### src/rtl/status_array_write_arbiter_if.sv
// Port bundle for the status-array write arbiter: initializer beats, runtime
// update handshake and the registered SRAM write port.
interface status_array_write_arbiter_if #(
  parameter int ADDR_WIDTH = 6,
  parameter int ROW_WIDTH  = 8,
  parameter int NUM_BLOCKS = 4
);
  logic                  i_halt;
  logic [ADDR_WIDTH-1:0] i_init_addr;
  logic [ROW_WIDTH-1:0]  i_init_data;
  logic                  i_init_wen;
  logic [NUM_BLOCKS-1:0] i_init_wmask;
  logic                  i_init_valid;
  logic                  i_init_complete;
  logic [ADDR_WIDTH-1:0] i_req_addr;
  logic [ROW_WIDTH-1:0]  i_req_data;
  logic [NUM_BLOCKS-1:0] i_req_wmask;
  logic                  i_req_valid;
  logic                  o_req_ready;
  logic [ADDR_WIDTH-1:0] o_addr;
  logic [ROW_WIDTH-1:0]  o_data;
  logic                  o_wen;
  logic [NUM_BLOCKS-1:0] o_wmask;
  logic                  o_valid;
  logic                  o_run;

  modport master (
    output i_halt, i_init_addr, i_init_data, i_init_wen, i_init_wmask, i_init_valid,
           i_init_complete, i_req_addr, i_req_data, i_req_wmask, i_req_valid,
    input  o_req_ready, o_addr, o_data, o_wen, o_wmask, o_valid, o_run
  );

  modport slave (
    input  i_halt, i_init_addr, i_init_data, i_init_wen, i_init_wmask, i_init_valid,
           i_init_complete, i_req_addr, i_req_data, i_req_wmask, i_req_valid,
    output o_req_ready, o_addr, o_data, o_wen, o_wmask, o_valid, o_run
  );
endinterface

### src/rtl/status_array_write_arbiter.sv
// Sole status-SRAM write port: forwards initializer zeroing beats in INIT,
// then drains runtime status updates through a 2-entry FIFO in RUN.
module status_array_write_arbiter #(
  parameter int ADDR_WIDTH = 6,
  parameter int ROW_WIDTH  = 8,
  parameter int NUM_BLOCKS = 4
) (
  input  logic                         clk,
  input  logic                         arst,
  status_array_write_arbiter_if.slave  bus
);

  typedef enum logic [0:0] {
    ST_INIT = 1'b0,
    ST_RUN  = 1'b1
  } state_t;

  state_t                state_r;
  logic [1:0]            count_r;
  logic                  wr_ptr_r;
  logic                  rd_ptr_r;
  logic [ADDR_WIDTH-1:0] fifo_addr_r  [2];
  logic [ROW_WIDTH-1:0]  fifo_data_r  [2];
  logic [NUM_BLOCKS-1:0] fifo_wmask_r [2];

  logic [ADDR_WIDTH-1:0] addr_r;
  logic [ROW_WIDTH-1:0]  data_r;
  logic                  wen_r;
  logic [NUM_BLOCKS-1:0] wmask_r;
  logic                  valid_r;

  logic                  run_s;
  logic                  req_ready_s;
  logic                  push_s;
  logic                  pop_s;

  // Handshake and FIFO strobes; push/pop only on an edge that stays in RUN.
  always_comb begin
    run_s       = (state_r == ST_RUN);
    req_ready_s = run_s & ~bus.i_halt & (count_r < 2'd2);
    push_s      = req_ready_s & bus.i_req_valid & bus.i_init_complete;
    pop_s       = run_s & ~bus.i_halt & bus.i_init_complete & (count_r != 2'd0);
  end

  // FIFO storage: payload only, occupancy is tracked in the control block.
  always_ff @(posedge clk) begin
    if (push_s) begin
      fifo_addr_r[wr_ptr_r]  <= bus.i_req_addr;
      fifo_data_r[wr_ptr_r]  <= bus.i_req_data;
      fifo_wmask_r[wr_ptr_r] <= bus.i_req_wmask;
    end
  end

  // Mode FSM, FIFO pointers/count and the registered SRAM port.
  always_ff @(posedge clk or posedge arst) begin
    if (arst) begin
      state_r  <= ST_INIT;
      count_r  <= 2'd0;
      wr_ptr_r <= 1'b0;
      rd_ptr_r <= 1'b0;
      addr_r   <= {ADDR_WIDTH{1'b0}};
      data_r   <= {ROW_WIDTH{1'b0}};
      wen_r    <= 1'b0;
      wmask_r  <= {NUM_BLOCKS{1'b0}};
      valid_r  <= 1'b0;
    end else if (!bus.i_halt) begin
      case (state_r)
        ST_INIT: begin
          addr_r  <= bus.i_init_addr;
          data_r  <= bus.i_init_data;
          wen_r   <= bus.i_init_wen;
          wmask_r <= bus.i_init_wmask;
          valid_r <= bus.i_init_valid;
          if (bus.i_init_complete) begin
            state_r <= ST_RUN;
          end
        end
        ST_RUN: begin
          if (!bus.i_init_complete) begin
            // Re-entering INIT: anything still queued is stale and dropped.
            state_r  <= ST_INIT;
            count_r  <= 2'd0;
            wr_ptr_r <= 1'b0;
            rd_ptr_r <= 1'b0;
            addr_r   <= bus.i_init_addr;
            data_r   <= bus.i_init_data;
            wen_r    <= bus.i_init_wen;
            wmask_r  <= bus.i_init_wmask;
            valid_r  <= bus.i_init_valid;
          end else begin
            if (pop_s) begin
              addr_r   <= fifo_addr_r[rd_ptr_r];
              data_r   <= fifo_data_r[rd_ptr_r];
              wmask_r  <= fifo_wmask_r[rd_ptr_r];
              wen_r    <= 1'b1;
              valid_r  <= 1'b1;
              rd_ptr_r <= ~rd_ptr_r;
            end else begin
              wen_r    <= 1'b0;
              valid_r  <= 1'b0;
            end
            if (push_s) begin
              wr_ptr_r <= ~wr_ptr_r;
            end
            case ({push_s, pop_s})
              2'b10:   count_r <= count_r + 2'd1;
              2'b01:   count_r <= count_r - 2'd1;
              default: count_r <= count_r;
            endcase
          end
        end
        default: begin
          state_r  <= ST_INIT;
          count_r  <= 2'd0;
          wr_ptr_r <= 1'b0;
          rd_ptr_r <= 1'b0;
          wen_r    <= 1'b0;
          valid_r  <= 1'b0;
        end
      endcase
    end
  end

  assign bus.o_addr      = addr_r;
  assign bus.o_data      = data_r;
  assign bus.o_wen       = wen_r;
  assign bus.o_wmask     = wmask_r;
  assign bus.o_valid     = valid_r;
  assign bus.o_run       = run_s;
  assign bus.o_req_ready = req_ready_s;

endmodule

### src/flat_wrapper.sv
// flat-port wrapper written by rule: the top's interface ports become plain ports
module status_array_write_arbiter_flat 
#(
  parameter int ADDR_WIDTH = 6,
  parameter int ROW_WIDTH  = 8,
  parameter int NUM_BLOCKS = 4
)
  (clk, arst, bus_i_halt, bus_i_init_addr, bus_i_init_data, bus_i_init_wen, bus_i_init_wmask, bus_i_init_valid, bus_i_init_complete, bus_i_req_addr, bus_i_req_data, bus_i_req_wmask, bus_i_req_valid, bus_o_req_ready, bus_o_addr, bus_o_data, bus_o_wen, bus_o_wmask, bus_o_valid, bus_o_run);
  status_array_write_arbiter_if #(.ADDR_WIDTH(ADDR_WIDTH), .ROW_WIDTH(ROW_WIDTH), .NUM_BLOCKS(NUM_BLOCKS)) bus_i ();
  input  logic clk;
  input  logic arst;
  input wire logic [$bits(bus_i.i_halt)-1:0] bus_i_halt;
  input wire logic [$bits(bus_i.i_init_addr)-1:0] bus_i_init_addr;
  input wire logic [$bits(bus_i.i_init_data)-1:0] bus_i_init_data;
  input wire logic [$bits(bus_i.i_init_wen)-1:0] bus_i_init_wen;
  input wire logic [$bits(bus_i.i_init_wmask)-1:0] bus_i_init_wmask;
  input wire logic [$bits(bus_i.i_init_valid)-1:0] bus_i_init_valid;
  input wire logic [$bits(bus_i.i_init_complete)-1:0] bus_i_init_complete;
  input wire logic [$bits(bus_i.i_req_addr)-1:0] bus_i_req_addr;
  input wire logic [$bits(bus_i.i_req_data)-1:0] bus_i_req_data;
  input wire logic [$bits(bus_i.i_req_wmask)-1:0] bus_i_req_wmask;
  input wire logic [$bits(bus_i.i_req_valid)-1:0] bus_i_req_valid;
  output wire logic [$bits(bus_i.o_req_ready)-1:0] bus_o_req_ready;
  output wire logic [$bits(bus_i.o_addr)-1:0] bus_o_addr;
  output wire logic [$bits(bus_i.o_data)-1:0] bus_o_data;
  output wire logic [$bits(bus_i.o_wen)-1:0] bus_o_wen;
  output wire logic [$bits(bus_i.o_wmask)-1:0] bus_o_wmask;
  output wire logic [$bits(bus_i.o_valid)-1:0] bus_o_valid;
  output wire logic [$bits(bus_i.o_run)-1:0] bus_o_run;
  assign bus_i.i_halt = bus_i_halt;
  assign bus_i.i_init_addr = bus_i_init_addr;
  assign bus_i.i_init_data = bus_i_init_data;
  assign bus_i.i_init_wen = bus_i_init_wen;
  assign bus_i.i_init_wmask = bus_i_init_wmask;
  assign bus_i.i_init_valid = bus_i_init_valid;
  assign bus_i.i_init_complete = bus_i_init_complete;
  assign bus_i.i_req_addr = bus_i_req_addr;
  assign bus_i.i_req_data = bus_i_req_data;
  assign bus_i.i_req_wmask = bus_i_req_wmask;
  assign bus_i.i_req_valid = bus_i_req_valid;
  assign bus_o_req_ready = bus_i.o_req_ready;
  assign bus_o_addr = bus_i.o_addr;
  assign bus_o_data = bus_i.o_data;
  assign bus_o_wen = bus_i.o_wen;
  assign bus_o_wmask = bus_i.o_wmask;
  assign bus_o_valid = bus_i.o_valid;
  assign bus_o_run = bus_i.o_run;
  status_array_write_arbiter #(.ADDR_WIDTH(ADDR_WIDTH), .ROW_WIDTH(ROW_WIDTH), .NUM_BLOCKS(NUM_BLOCKS)) u_core (.clk(clk), .arst(arst), .bus(bus_i));
endmodule
### config.mk
export PLATFORM = sky130hd
export DESIGN_NAME = status_array_write_arbiter_flat
export DESIGN_NICKNAME = d
export VERILOG_FILES = /design/src/rtl/status_array_write_arbiter_if.sv /design/src/rtl/status_array_write_arbiter.sv /design/src/flat_wrapper.sv
export SDC_FILE = /design/constraint.sdc
export NUM_CORES = 1
export LEC_CHECK = 0
export ABC_AREA = 1
export CAP_MARGIN = 20
export CELL_PAD_IN_SITES_DETAIL_PLACEMENT = 1
export CELL_PAD_IN_SITES_GLOBAL_PLACEMENT = 2
export CORE_MARGIN = 2
export CORE_UTILIZATION = 33
export CTS_CLUSTER_DIAMETER = 50
export DETAILED_ROUTE_END_ITERATION = 12
export GPL_TIMING_DRIVEN = 0
export PLACE_DENSITY = 0.89
export SETUP_SLACK_MARGIN = 0.05
export SKIP_CTS_REPAIR_TIMING = 1
export SYNTH_ARGS = -nofsm -noshare
export SYNTH_HDL_FRONTEND = slang
export SYNTH_SLANG_ARGS = --single-unit
### constraint.sdc
create_clock -name clk -period 4.3 [get_ports clk]
set_input_delay 1.075 -clock clk [delete_from_list [all_inputs] [get_ports clk]]
set_output_delay 1.075 -clock clk [all_outputs]
set_load 0.05 [all_outputs]
Word-level counts from Yosys, hierarchy flattened. Memory sizes are Yosys's and may differ from the RTL's. Cells that the tools add are included.

Flip-flop bits (word level): 25. Bits in writable memories: 36. Input port bits: 43. Output and inout bits: 22. Word-level logic and storage cells: 59. Memories: 3.

Add/subtract/negate cells: 2. Order comparisons: 1. Eq/ne operators: 6. Multiplexer cells: 23. Bitwise gates (word level): 10. Reduce and logical (&&, ||, !) cells: 5.

Memories: u_core.fifo_data_r (depth 2, bits a word 8, rd ports 1, clocked after memory_dff 0, wr ports 1, line status_array_write_arbiter.sv:23) `logic [ROW_WIDTH-1:0] fifo_data_r [2];`; u_core.fifo_addr_r (depth 2, bits a word 6, rd ports 1, clocked after memory_dff 0, wr ports 1, line status_array_write_arbiter.sv:22) `logic [ADDR_WIDTH-1:0] fifo_addr_r [2];`; u_core.fifo_wmask_r (depth 2, bits a word 4, rd ports 1, clocked after memory_dff 0, wr ports 1, line status_array_write_arbiter.sv:24) `logic [NUM_BLOCKS-1:0] fifo_wmask_r [2];`.

Operators with widths (count): 8-bit two-way mux (2); 8-bit case mux with 2 select lines (1); 6-bit two-way mux (2); 6-bit case mux with 2 select lines (1); 1-bit two-way mux (10); 3-bit AND reduction (3); 4-bit two-way mux (2); 4-bit case mux with 2 select lines (1); 1-bit AND (6); 2-bit by 1-bit != test with 1-bit output (second input constant) (2); 1-bit inverter (4); 1-bit case mux with 2 select lines (2); 2-bit case mux with 2 select lines (1); 3-bit by 1-bit != test with 1-bit output (second input constant) (1); 3-bit != test (second input constant) (1); 2-bit by 1-bit adder with 2-bit output (second input constant) (1); 2-bit by 1-bit == test with 1-bit output (second input constant) (1); 2-bit == test (second input constant) (1); 2-bit < comparator (second input constant) (1); 2-bit two-way mux (1); 2-bit AND reduction (1); 2-bit nonzero test (1); 2-bit by 1-bit subtractor with 2-bit output (second input constant) (1).

Longest topological paths before layout. Gate-level depths: netlist of run 1.

Depth in word-level cells: 8. Mapped depth: 9. Mapped depth without buffers: 9.

Worst setup path before layout of run 1. No wires, ideal clock.

Kind: input-to-reg. Start point: input bus_i_halt. End point: memory u_core.fifo_addr_r[0][0], enable pin. Setup time: 394 ps. Data arrival time: 3002 ps. Required time: 3906 ps. Slack: 904 ps. Stages: 5. Path buffers: 0. Path through: inv_1 -> nand2_1 -> nor2_1 -> nand3_1 -> nor2_1.

Longest elaborated chain between the ends: 7.

RTL lines: start, declared (line flat_wrapper.sv:12) `input wire logic [$bits(bus_i.i_halt)-1:0] bus_i_halt;`; 1-bit inverter (no source line); 1-bit AND (2 in a row) (line status_array_write_arbiter.sv:40) `req_ready_s = run_s & ~bus.i_halt & (count_r < 2'd2);`; via bus_o_req_ready (line flat_wrapper.sv:23) `output wire logic [$bits(bus_i.o_req_ready)-1:0] bus_o_req_ready;`; 1-bit AND (2 in a row) (line status_array_write_arbiter.sv:41) `push_s = req_ready_s & bus.i_req_valid & bus.i_init_complete;`; 1-bit two-way mux (line status_array_write_arbiter.sv:47) `if (push_s) begin`; 1-bit two-way mux (implied by the code) (line status_array_write_arbiter.sv:48) `fifo_addr_r[wr_ptr_r] <= bus.i_req_addr;`; end, declared (line status_array_write_arbiter.sv:22).

The timed path passes the listed nets, and every way through them passes these cells.

Worst setup path in the final report of run 1.
Start point: input bus_i_halt. End point: output bus_o_req_ready.

Longest elaborated chain between the ends: 3.

RTL lines (line): 1-bit inverter (no source line); 1-bit AND (2 in a row) (status_array_write_arbiter.sv:40); end, declared (flat_wrapper.sv:23).

No other way between the ends.

==> results of run 1 <==
[metal layers]
layer	up-vias	track usage, %	share of wire [%]
met5	-	0	0
met4	0	8.08	1.3
met3	7	3.07	4.3
met2	44	28.4	52
met1	938	18.9	42
li1	943	-	-
[cells in the mapped netlist, types with 2 or more instances]
| master | count | share of area, % |
|---|---|---|
| a21oi_1 | 30 | 5.9 |
| a21oi_2 | 10 | 3.5 |
| buf_2 | 5 | 0.99 |
| buf_6 | 2 | 0.89 |
| clkbuf_1 | 2 | 0.30 |
| dfrtp_1 | 25 | 25 |
| edfxtp_1 | 36 | 43 |
| inv_1 | 8 | 1.2 |
| nand2_1 | 20 | 3.0 |
| nand3_1 | 2 | 0.40 |
| nor2_1 | 61 | 9.1 |
| o21ai_0 | 20 | 4.0 |
[area by class of cell]
type                       count  area share, %
tap                           99           3.54
timing repair buffer          66           19.6
buffer                        10           1.79
sequential                    61           48.7
clock inverter                 2          0.250
multi-input combinational    150           20.6
inverter                      10           1.14
clock buffer                  14           4.36
[path summary, 6_finish.rpt]
path	startpoint	endpoint	slack [ps]	cells after the start
worst max-delay path	bus_i_halt	bus_o_req_ready	330	5
worst min-delay path	u_core.bus.o_wen	u_core.bus.o_wen	480	2
worst max register to register	u_core.bus.o_run	u_core.fifo_data_r[1][7]	2510	5
worst min register to register	u_core.bus.o_wen	u_core.bus.o_wen	480	2
max in group asynchronous	arst	u_core.bus.o_addr[3]	2720	3
min in group asynchronous	arst	u_core.bus.o_wmask[2]	1090	2
[kinds of logic (layout without fill, tap and decap cells)]
group                     Yosys count  after routing  share of synthesized area, %
DFF                                61             61                          67.6
buffers and inverters              20            102                          4.06
xor gates and xnor gates            1              1                         0.347
AOI/OAI and AO/OA                  62             62                          14.4
and+or+nand+nor                    87             87                          13.6
[report_power, final]
part / internal (mW) / leakage, nW / switching, mW
Combinational: 0.182 / 0.630 / 0.339
Sequential: 0.683 / 0.613 / 0.0446
Clock: 0.223 / 0.0821 / 0.210
Total: 1.09 / 1.33 / 0.593
[worst max-delay path, cell delays in order]
cell and delay [ps]:
clkdlybuf4s50_1 530, inv_1 170, nand2_1 130, nor2_1 160
clkdlybuf4s50_1 820
[through the flow]
step                hold slack, ps  setup WS [ps]  cells  util [%]
finish                         480            327    412      47.8
global route                   531            193    412      47.8
CTS                            485            323    411      47.4
detailed placement             467            327    395      45.2
global placement               462            348    393      44.7
floorplan                      517            904    231         -
[flip-flops by register name, summed over array words and instances (netlist names)]
signal               flops
u_core.bus.o_addr        6
u_core.bus.o_data        8
u_core.bus.o_run         1
u_core.bus.o_valid       1
u_core.bus.o_wen         1
u_core.bus.o_wmask       4
u_core.count_r           2
u_core.fifo_addr_r      12
u_core.fifo_data_r      16
u_core.fifo_wmask_r      8
u_core.rd_ptr_r          1
u_core.wr_ptr_r          1
==> impl_metrics.env, run 1 <==
export IMPL_outcome="finished, final reports clean"
export IMPL_max_slew_margin_pct=62.5
export IMPL_wl_per_cell_um=15.5
export IMPL_worstPathMaxFanout=5
export IMPL_fillers=794
export IMPL_fp_dieArea_um2=8370
export IMPL_path_class="primary input to output pin"
export IMPL_synth_seq_cells=61
export IMPL_finalSetupTns_ps=0
export IMPL_async_reset_ff_share_pct=41.0
export IMPL_die_w_um=91.5
export IMPL_antenna_found_initial=0
export IMPL_drc=0
export IMPL_netlist_instances=231
export IMPL_fin_crit_sh_pct=92.4
export IMPL_critPathRequiredTime_ps=3220
export IMPL_grt_overflow_total=0
export IMPL_root_buffer="clkbuf_8"
export IMPL_io_buffers=63
export IMPL_fmax_ghz=0.252
export IMPL_ioPinCount=65
export IMPL_synthFlopType="edfxtp_1"
export IMPL_gp_congestion=0.684
export IMPL_layout_nets=351
export IMPL_htree_levels=3
export IMPL_initial_core_util_pct=34.4
export IMPL_period_needed_ps=3970
export IMPL_cp_start_kind="primary input"
export IMPL_mostFrequentLayoutCell="clkdlybuf4s50_1"
export IMPL_die_y_um=91.5
export IMPL_cp_end_kind="output pin"
export IMPL_area_growth_synth_to_final_pct=38.8
export IMPL_leakage_nw=1.33
export IMPL_routed_wirelength_um=6370
export IMPL_yosysSeqAreaShare_pct=67.6
export IMPL_avgSynthCellArea_um2=10.9
export IMPL_ir_drop_mv=0.182
export IMPL_hp_class="flip-flop to flip-flop"
export IMPL_netlist_area_um2=2520
export IMPL_final_max_slew_viol_count=0
export IMPL_clock_sinks=61
export IMPL_drive_above_1_share_pct=12.5
export IMPL_first_pass_iters=4
export IMPL_cts_tree="yes"
export IMPL_core_area_um2=7330
export IMPL_vias_per_cell=4.69
export IMPL_dpl_instance_area_um2=3310
export IMPL_finalHoldViolCount=0
export IMPL_fin_area_um2=3500
export IMPL_rows=31
export IMPL_hpwl_um=4560
export IMPL_grt_pass1_vias=2108
export IMPL_drv_cap=0
export IMPL_mostFrequentLayoutCells="clkdlybuf4s50_1 (63), nor2_1 (59), edfxtp_1 (36)"
export IMPL_skew_ps=8.27
export IMPL_antenna_left=0
export IMPL_syn_nets=274
export IMPL_drtIter0Drc=59
export IMPL_via_count=1932
export IMPL_cellPowerDensity_nw_per_um2=480
export IMPL_multi_input_area_um2=721
export IMPL_synth_edff_count=36
export IMPL_grt_use_total_pct=16.2
export IMPL_antennaDiodeCount=0
export IMPL_cts_buffers=9
export IMPL_clk_pin_slew_ps=60
export IMPL_grt_pass1_wl_um=10400
export IMPL_synth_warning_count=0
export IMPL_worstPathArrival_ps=2900
export IMPL_regArea_um2=1710
export IMPL_rsz0062_at_grt="no"
export IMPL_grt_max_degree=26
export IMPL_insertion_delay_ps=330
export IMPL_finalSetupViolations=0
export IMPL_cts_buffer_depth=2
export IMPL_synth_cell_types=22
export IMPL_power_mw=1.68
export IMPL_tightest_slew_ps=562
Note: power is estimated with default switching activity, not from simulation.
==> run 2, diff against run 1 <==
Settings changed: ABC_AREA 1 to default, CORE_UTILIZATION 33 to 35, PLACE_DENSITY 0.89 to 0.88.
==> run 2 against run 1 <==
Flip-flop and latch count stayed put. Global-route usage is 0.84 points higher. Largest power group unchanged. Synthesized cell count is 23% lower.
==> impl_metrics.env, run 2 <==
export IMPL_netlist_area_um2=2530
export IMPL_critPathRequiredTime_ps=3220
export IMPL_fillers=769
export IMPL_synthFlopType="edfxtp_1"
export IMPL_tightest_slew_ps=957
export IMPL_grt_max_degree=26
export IMPL_avgSynthCellArea_um2=14.2
export IMPL_ys_top_cells_by_area="edfxtp_1 (43%), dfrtp_1 (25%), mux2i_1 (7.5%)"
export IMPL_first_pass_iters=4
export IMPL_drtIter0Drc=92
export IMPL_async_reset_ff_share_pct=41.0
export IMPL_synthTopCellsByCount="edfxtp_1 (36), dfrtp_1 (25), a21oi_1 (20)"
export IMPL_reg2reg_depth=3
export IMPL_rows=31
export IMPL_yosysSeqAreaShare_pct=67.4
export IMPL_max_slew_margin_pct=36.2
export IMPL_reg_top3="u_core.fifo_data_r x16, u_core.fifo_addr_r x12"
export IMPL_initial_core_util_pct=35.5
export IMPL_regMostFlops="u_core.fifo_data_r"
export IMPL_dpl_worst_slack_ps=677
export IMPL_drc=0
export IMPL_mostFrequentLayoutCells="clkdlybuf4s50_1 (63), edfxtp_1 (36), dfrtp_1 (25)"
export IMPL_rsz0062_at_grt="no"
export IMPL_antenna_left=0
export IMPL_synth_warning_count=0
export IMPL_via_count=1787
export IMPL_syn_nets=222
export IMPL_grt_overflow_total=0
export IMPL_clock_sinks=61
export IMPL_grt_pass1_wl_um=9780
export IMPL_antenna_found_initial=0
export IMPL_slowest_stage="clkdlybuf4s50_1"
export IMPL_synth_top_area_share_pct=42.7
export IMPL_synth_most_common_cell="edfxtp_1"
export IMPL_vias_per_cell=4.98
export IMPL_final_util_pct=50.0
export IMPL_fmax_ghz=0.277
export IMPL_finalSetupTns_ps=0
export IMPL_drive_above_1_share_pct=15.0
export IMPL_grt_pass1_vias=1912
export IMPL_synth_cell_types=26
export IMPL_antennaDiodeCount=0
export IMPL_cts_buffers=9
export IMPL_insertion_delay_ps=340
export IMPL_cp_start_kind="primary input"
export IMPL_drv_cap=0
export IMPL_final_max_slew_viol_count=0
export IMPL_synth_top_area_cell="edfxtp_1"
export IMPL_cts_buffer_depth=2
export IMPL_outcome="finished, final reports clean"
export IMPL_hold_path_startpoint="u_core.bus.o_valid"
export IMPL_finalHoldViolCount=0
export IMPL_die_w_um=89.1
export IMPL_worstPathArrival_ps=2530
export IMPL_worstPathMaxFanout=8
export IMPL_layout_nets=298
export IMPL_cts_tree="yes"
export IMPL_skew_ps=15.2
export IMPL_r2r_end="u_core.fifo_addr_r[1][0]"
export IMPL_htree_levels=3
export IMPL_max_stage_delay_ps=810
export IMPL_fp_dieArea_um2=7940
export IMPL_mostFrequentLayoutCell="clkdlybuf4s50_1"
export IMPL_die_y_um=89.1
export IMPL_leakage_nw=1.28
export IMPL_hp_class="flip-flop to flip-flop"
export IMPL_hpwl_um=4460
export IMPL_finalSetupViolations=0
export IMPL_synth_seq_cells=61
export IMPL_path_cells="clkbuf_1, nand2b_1, nor2_1, clkdlybuf4s50_1"
export IMPL_hold_end="u_core.bus.o_valid"
export IMPL_ir_drop_mv=0.174
export IMPL_whs_ps=488
export IMPL_synth_edff_count=36
export IMPL_area_growth_synth_to_final_pct=40.7
export IMPL_ioPinCount=65
export IMPL_r2r_slack_ps=2150
export IMPL_largest_register_ffs=16
export IMPL_critPathBufInv=2
export IMPL_clk_pin_slew_ps=70
export IMPL_worstReg2RegStart="u_core.bus.o_run"
export IMPL_grt_use_total_pct=17.1
export IMPL_path_class="primary input to output pin"
export IMPL_netlist_instances=179
export IMPL_root_buffer="clkbuf_8"
export IMPL_fin_ws_ps=693
export IMPL_cellPowerDensity_nw_per_um2=460
export IMPL_routed_wirelength_um=6360
export IMPL_gp_congestion=0.759
export IMPL_io_buffers=63
export IMPL_crit_family="buffers and inverters"
export IMPL_core_area_um2=7140
export IMPL_fin_crit_sh_pct=83.9
export IMPL_wl_per_cell_um=17.7
export IMPL_cp_end_kind="output pin"
export IMPL_period_needed_ps=3610
export IMPL_min_path_cells=2
-- run 2: where the power goes --
part           switching, mW  total, mW  internal [mW]  leakage, nW
Combinational          0.215      0.368          0.153        0.553
Sequential            0.0239      0.685          0.661        0.613
Clock                  0.229      0.588          0.359        0.116
Total                  0.468       1.64           1.17         1.28
-- run 2: kinds of logic after synthesis --
family	after synthesis	share of synthesized area (%)
AOI/OAI and AO/OA	61	16.2
DFF	61	67.4
and+or+nand+nor	22	5.09
muxes	20	7.95
buffers and inverters	15	3.36
-- run 2: worst max-delay path by stage --
stage	start	to	slack, ps	cells past startpoint
after floorplan	bus_i_halt	bus_o_req_ready	1080	3
after global placement	bus_i_init_complete	u_core.fifo_data_r[0][0]	650	4
after detailed placement	bus_i_halt	bus_o_req_ready	680	4
after CTS	bus_i_halt	bus_o_req_ready	680	4
after global routing	bus_i_halt	bus_o_req_ready	600	4
final	bus_i_halt	bus_o_req_ready	690	4
-- run 2: cell type report --
| class | instances | area (um^2) | share of cell area, % |
|---|---|---|---|
| Sequential cell | 61 | 1710 | 47.9 |
| Multi-Input combinational cell | 103 | 744 | 20.9 |
| Timing Repair Buffer | 65 | 673 | 18.9 |
| Clock buffer | 11 | 151 | 4.25 |
| Tap cell | 99 | 124 | 3.47 |
| Clock inverter | 5 | 81.3 | 2.28 |
| Buffer | 14 | 81.3 | 2.28 |
| Inverter | 1 | 3.75 | 0.105 |
-- run 2: worst reg2reg max path, cell delays in order (launching register included) --
cell and delay, ps:
dfrtp_1 420, buf_2 270, and3b_1 270, and3_1 820
-- run 2: per-layer routing --
layer,track usage [%],vias up,part of all wire (%)
met1,20.6,879,43
met4,8.96,0,2.6
met5,0,-,0
met3,3.60,14,3.5
li1,-,850,-
met2,28.8,44,51
-- run 2: metrics by stage --
step	instance area [um^2]	cells	power, mW
floorplan	2530	179	0.921
global placement	3290	341	1.05
detailed placement	3310	342	1.06
CTS	3540	358	1.65
global route	3570	359	1.70
finish	3570	359	1.64
==> run 3, diff against run 2 <==
Settings changed: CORE_UTILIZATION 35 to 32, PLACE_DENSITY 0.88 to 0.82.
Clock period 4.3 ns to 3.4 ns, I/O delays scaled along.
==> run 3 against run 2 <==
Core utilization shrank 3.4 points. Sequential power up 27%. Setup slack lost 410 ps. Critical path depth stayed put. Clock skew decreased by 8.2 ps. Design area increased by 0.42%. Critical endpoint unchanged. Highest routed layer unchanged.
==> impl_metrics.env, run 3 (synthesis results as in run 2) <==
export IMPL_final_max_slew_viol_count=0
export IMPL_grt_max_degree=26
export IMPL_dpl_instance_area_um2=3310
export IMPL_slowest_stage="clkdlybuf4s50_1"
export IMPL_finalSetupTns_ps=0
export IMPL_root_buffer="clkbuf_8"
export IMPL_mostFrequentLayoutCells="clkdlybuf4s50_1 (63), edfxtp_1 (36), dfrtp_1 (25)"
export IMPL_crit_family="buffers and inverters"
export IMPL_antenna_found_initial=0
export IMPL_hpwl_um=4240
export IMPL_critPathRequiredTime_ps=2550
export IMPL_rows=32
export IMPL_power_mw=2.09
export IMPL_instances_no_fill=362
export IMPL_outcome="finished, final reports clean"
export IMPL_reg_top3="u_core.fifo_data_r x16, u_core.fifo_addr_r x12"
export IMPL_largest_register_ffs=16
export IMPL_area_growth_synth_to_final_pct=41.3
export IMPL_max_slew_margin_pct=37.9
export IMPL_worstPathArrival_ps=2270
export IMPL_grt_pass1_wl_um=9610
export IMPL_tightest_slew_ps=932
export IMPL_max_stage_delay_ps=820
export IMPL_initial_core_util_pct=33.0
export IMPL_fin_crit_sh_pct=91.7
export IMPL_cp_start_kind="primary input"
export IMPL_core_area_um2=7690
export IMPL_htree_levels=3
export IMPL_layout_nets=298
export IMPL_hp_class="flip-flop to flip-flop"
export IMPL_antennaDiodeCount=0
export IMPL_cts_buffers=9
export IMPL_finalSetupViolations=0
export IMPL_skew_ps=7.00
export IMPL_clk_pin_slew_ps=70
export IMPL_antenna_left=0
export IMPL_rsz0062_at_grt="no"
export IMPL_cellPowerDensity_nw_per_um2=585
export IMPL_grt_overflow_total=0
export IMPL_fmax_ghz=0.321
export IMPL_drive_above_1_share_pct=15.0
export IMPL_drc=0
export IMPL_path_class="primary input to output pin"
export IMPL_regMostFlops="u_core.fifo_data_r"
export IMPL_mostFrequentLayoutCell="clkdlybuf4s50_1"
export IMPL_die_y_um=93.0
export IMPL_ioPinCount=65
export IMPL_fp_dieArea_um2=8650
export IMPL_path_cells="clkbuf_1, nand2b_1, nor2_1, clkdlybuf4s50_1"
export IMPL_io_buffers=63
export IMPL_cts_buffer_depth=2
export IMPL_cts_tree="yes"
export IMPL_clock_sinks=61
export IMPL_vias_per_cell=4.87
export IMPL_drv_cap=0
export IMPL_die_w_um=93.0
export IMPL_fin_area_um2=3580
export IMPL_insertion_delay_ps=330
export IMPL_dpl_worst_slack_ps=265
export IMPL_gp_congestion=0.754
export IMPL_drtIter0Drc=53
export IMPL_finalHoldViolCount=0
export IMPL_wl_per_cell_um=16.9
export IMPL_cp_end_kind="output pin"
export IMPL_worstPathMaxFanout=8
export IMPL_first_pass_iters=4
export IMPL_grt_use_total_pct=15.1
export IMPL_period_needed_ps=3120
export IMPL_grt_pass1_vias=1838
export IMPL_fin_ws_ps=282
export IMPL_via_count=1762
export IMPL_routed_wirelength_um=6120
export IMPL_leakage_nw=1.29
export IMPL_ir_drop_mv=0.235
export IMPL_dp_cells=345
export IMPL_critPathBufInv=2
## run 3: cell count changes in the layout (fill, tap and decap cells not counted)
cell	change
inv_6	-1
clkbuf_8	+2
clkinvlp_4	-1
## run 3: path summary, 6_finish.rpt
path                             startpoint                       end  slack, ps  depth (start not counted)
max in group asynchronous              arst      u_core.bus.o_addr[3]       2310                          3
hold / removal             u_core.bus.o_wen          u_core.bus.o_wen        480                          2
min in group asynchronous              arst     u_core.bus.o_wmask[3]        710                          2
setup reg to reg           u_core.bus.o_run  u_core.fifo_addr_r[1][0]       1290                          3
hold reg to reg            u_core.bus.o_wen          u_core.bus.o_wen        480                          2
setup / recovery                 bus_i_halt           bus_o_req_ready        280                          4
## run 3: metal layers
metal	track usage, %	up-vias	part of all wire (%)
met5	0	-	0
met4	5.39	0	1.5
met3	4.75	9	5.0
met2	23.7	50	50
met1	19.9	861	44
li1	-	842	-
## run 3: area by class of cell
type	count	area, um^2
timing repair buffer	65	673
clock inverter	3	65.1
buffer	14	81.3
fill	829	4110
tap	102	128
sequential	61	1710
clock buffer	13	179
multi-input combinational	103	744
inverter	1	3.75
## run 3: metrics by stage
step,hold slack [ps],utilization [%]
after floorplan,465,-
after global placement,466,42.8
after detailed placement,470,43.1
after CTS,487,46.2
after global routing,514,46.6
final,483,46.6
## run 3: worst reg2reg max path: stages, from the launching register on
cell     delay, ps
dfrtp_1        420
buf_2          250
and3b_1        260
and3_1         790
## run 3: power breakdown
part	internal, mW	total (mW)	switching, mW
registers	0.836	0.867	0.0304
logic	0.193	0.463	0.270
clock network	0.492	0.764	0.273
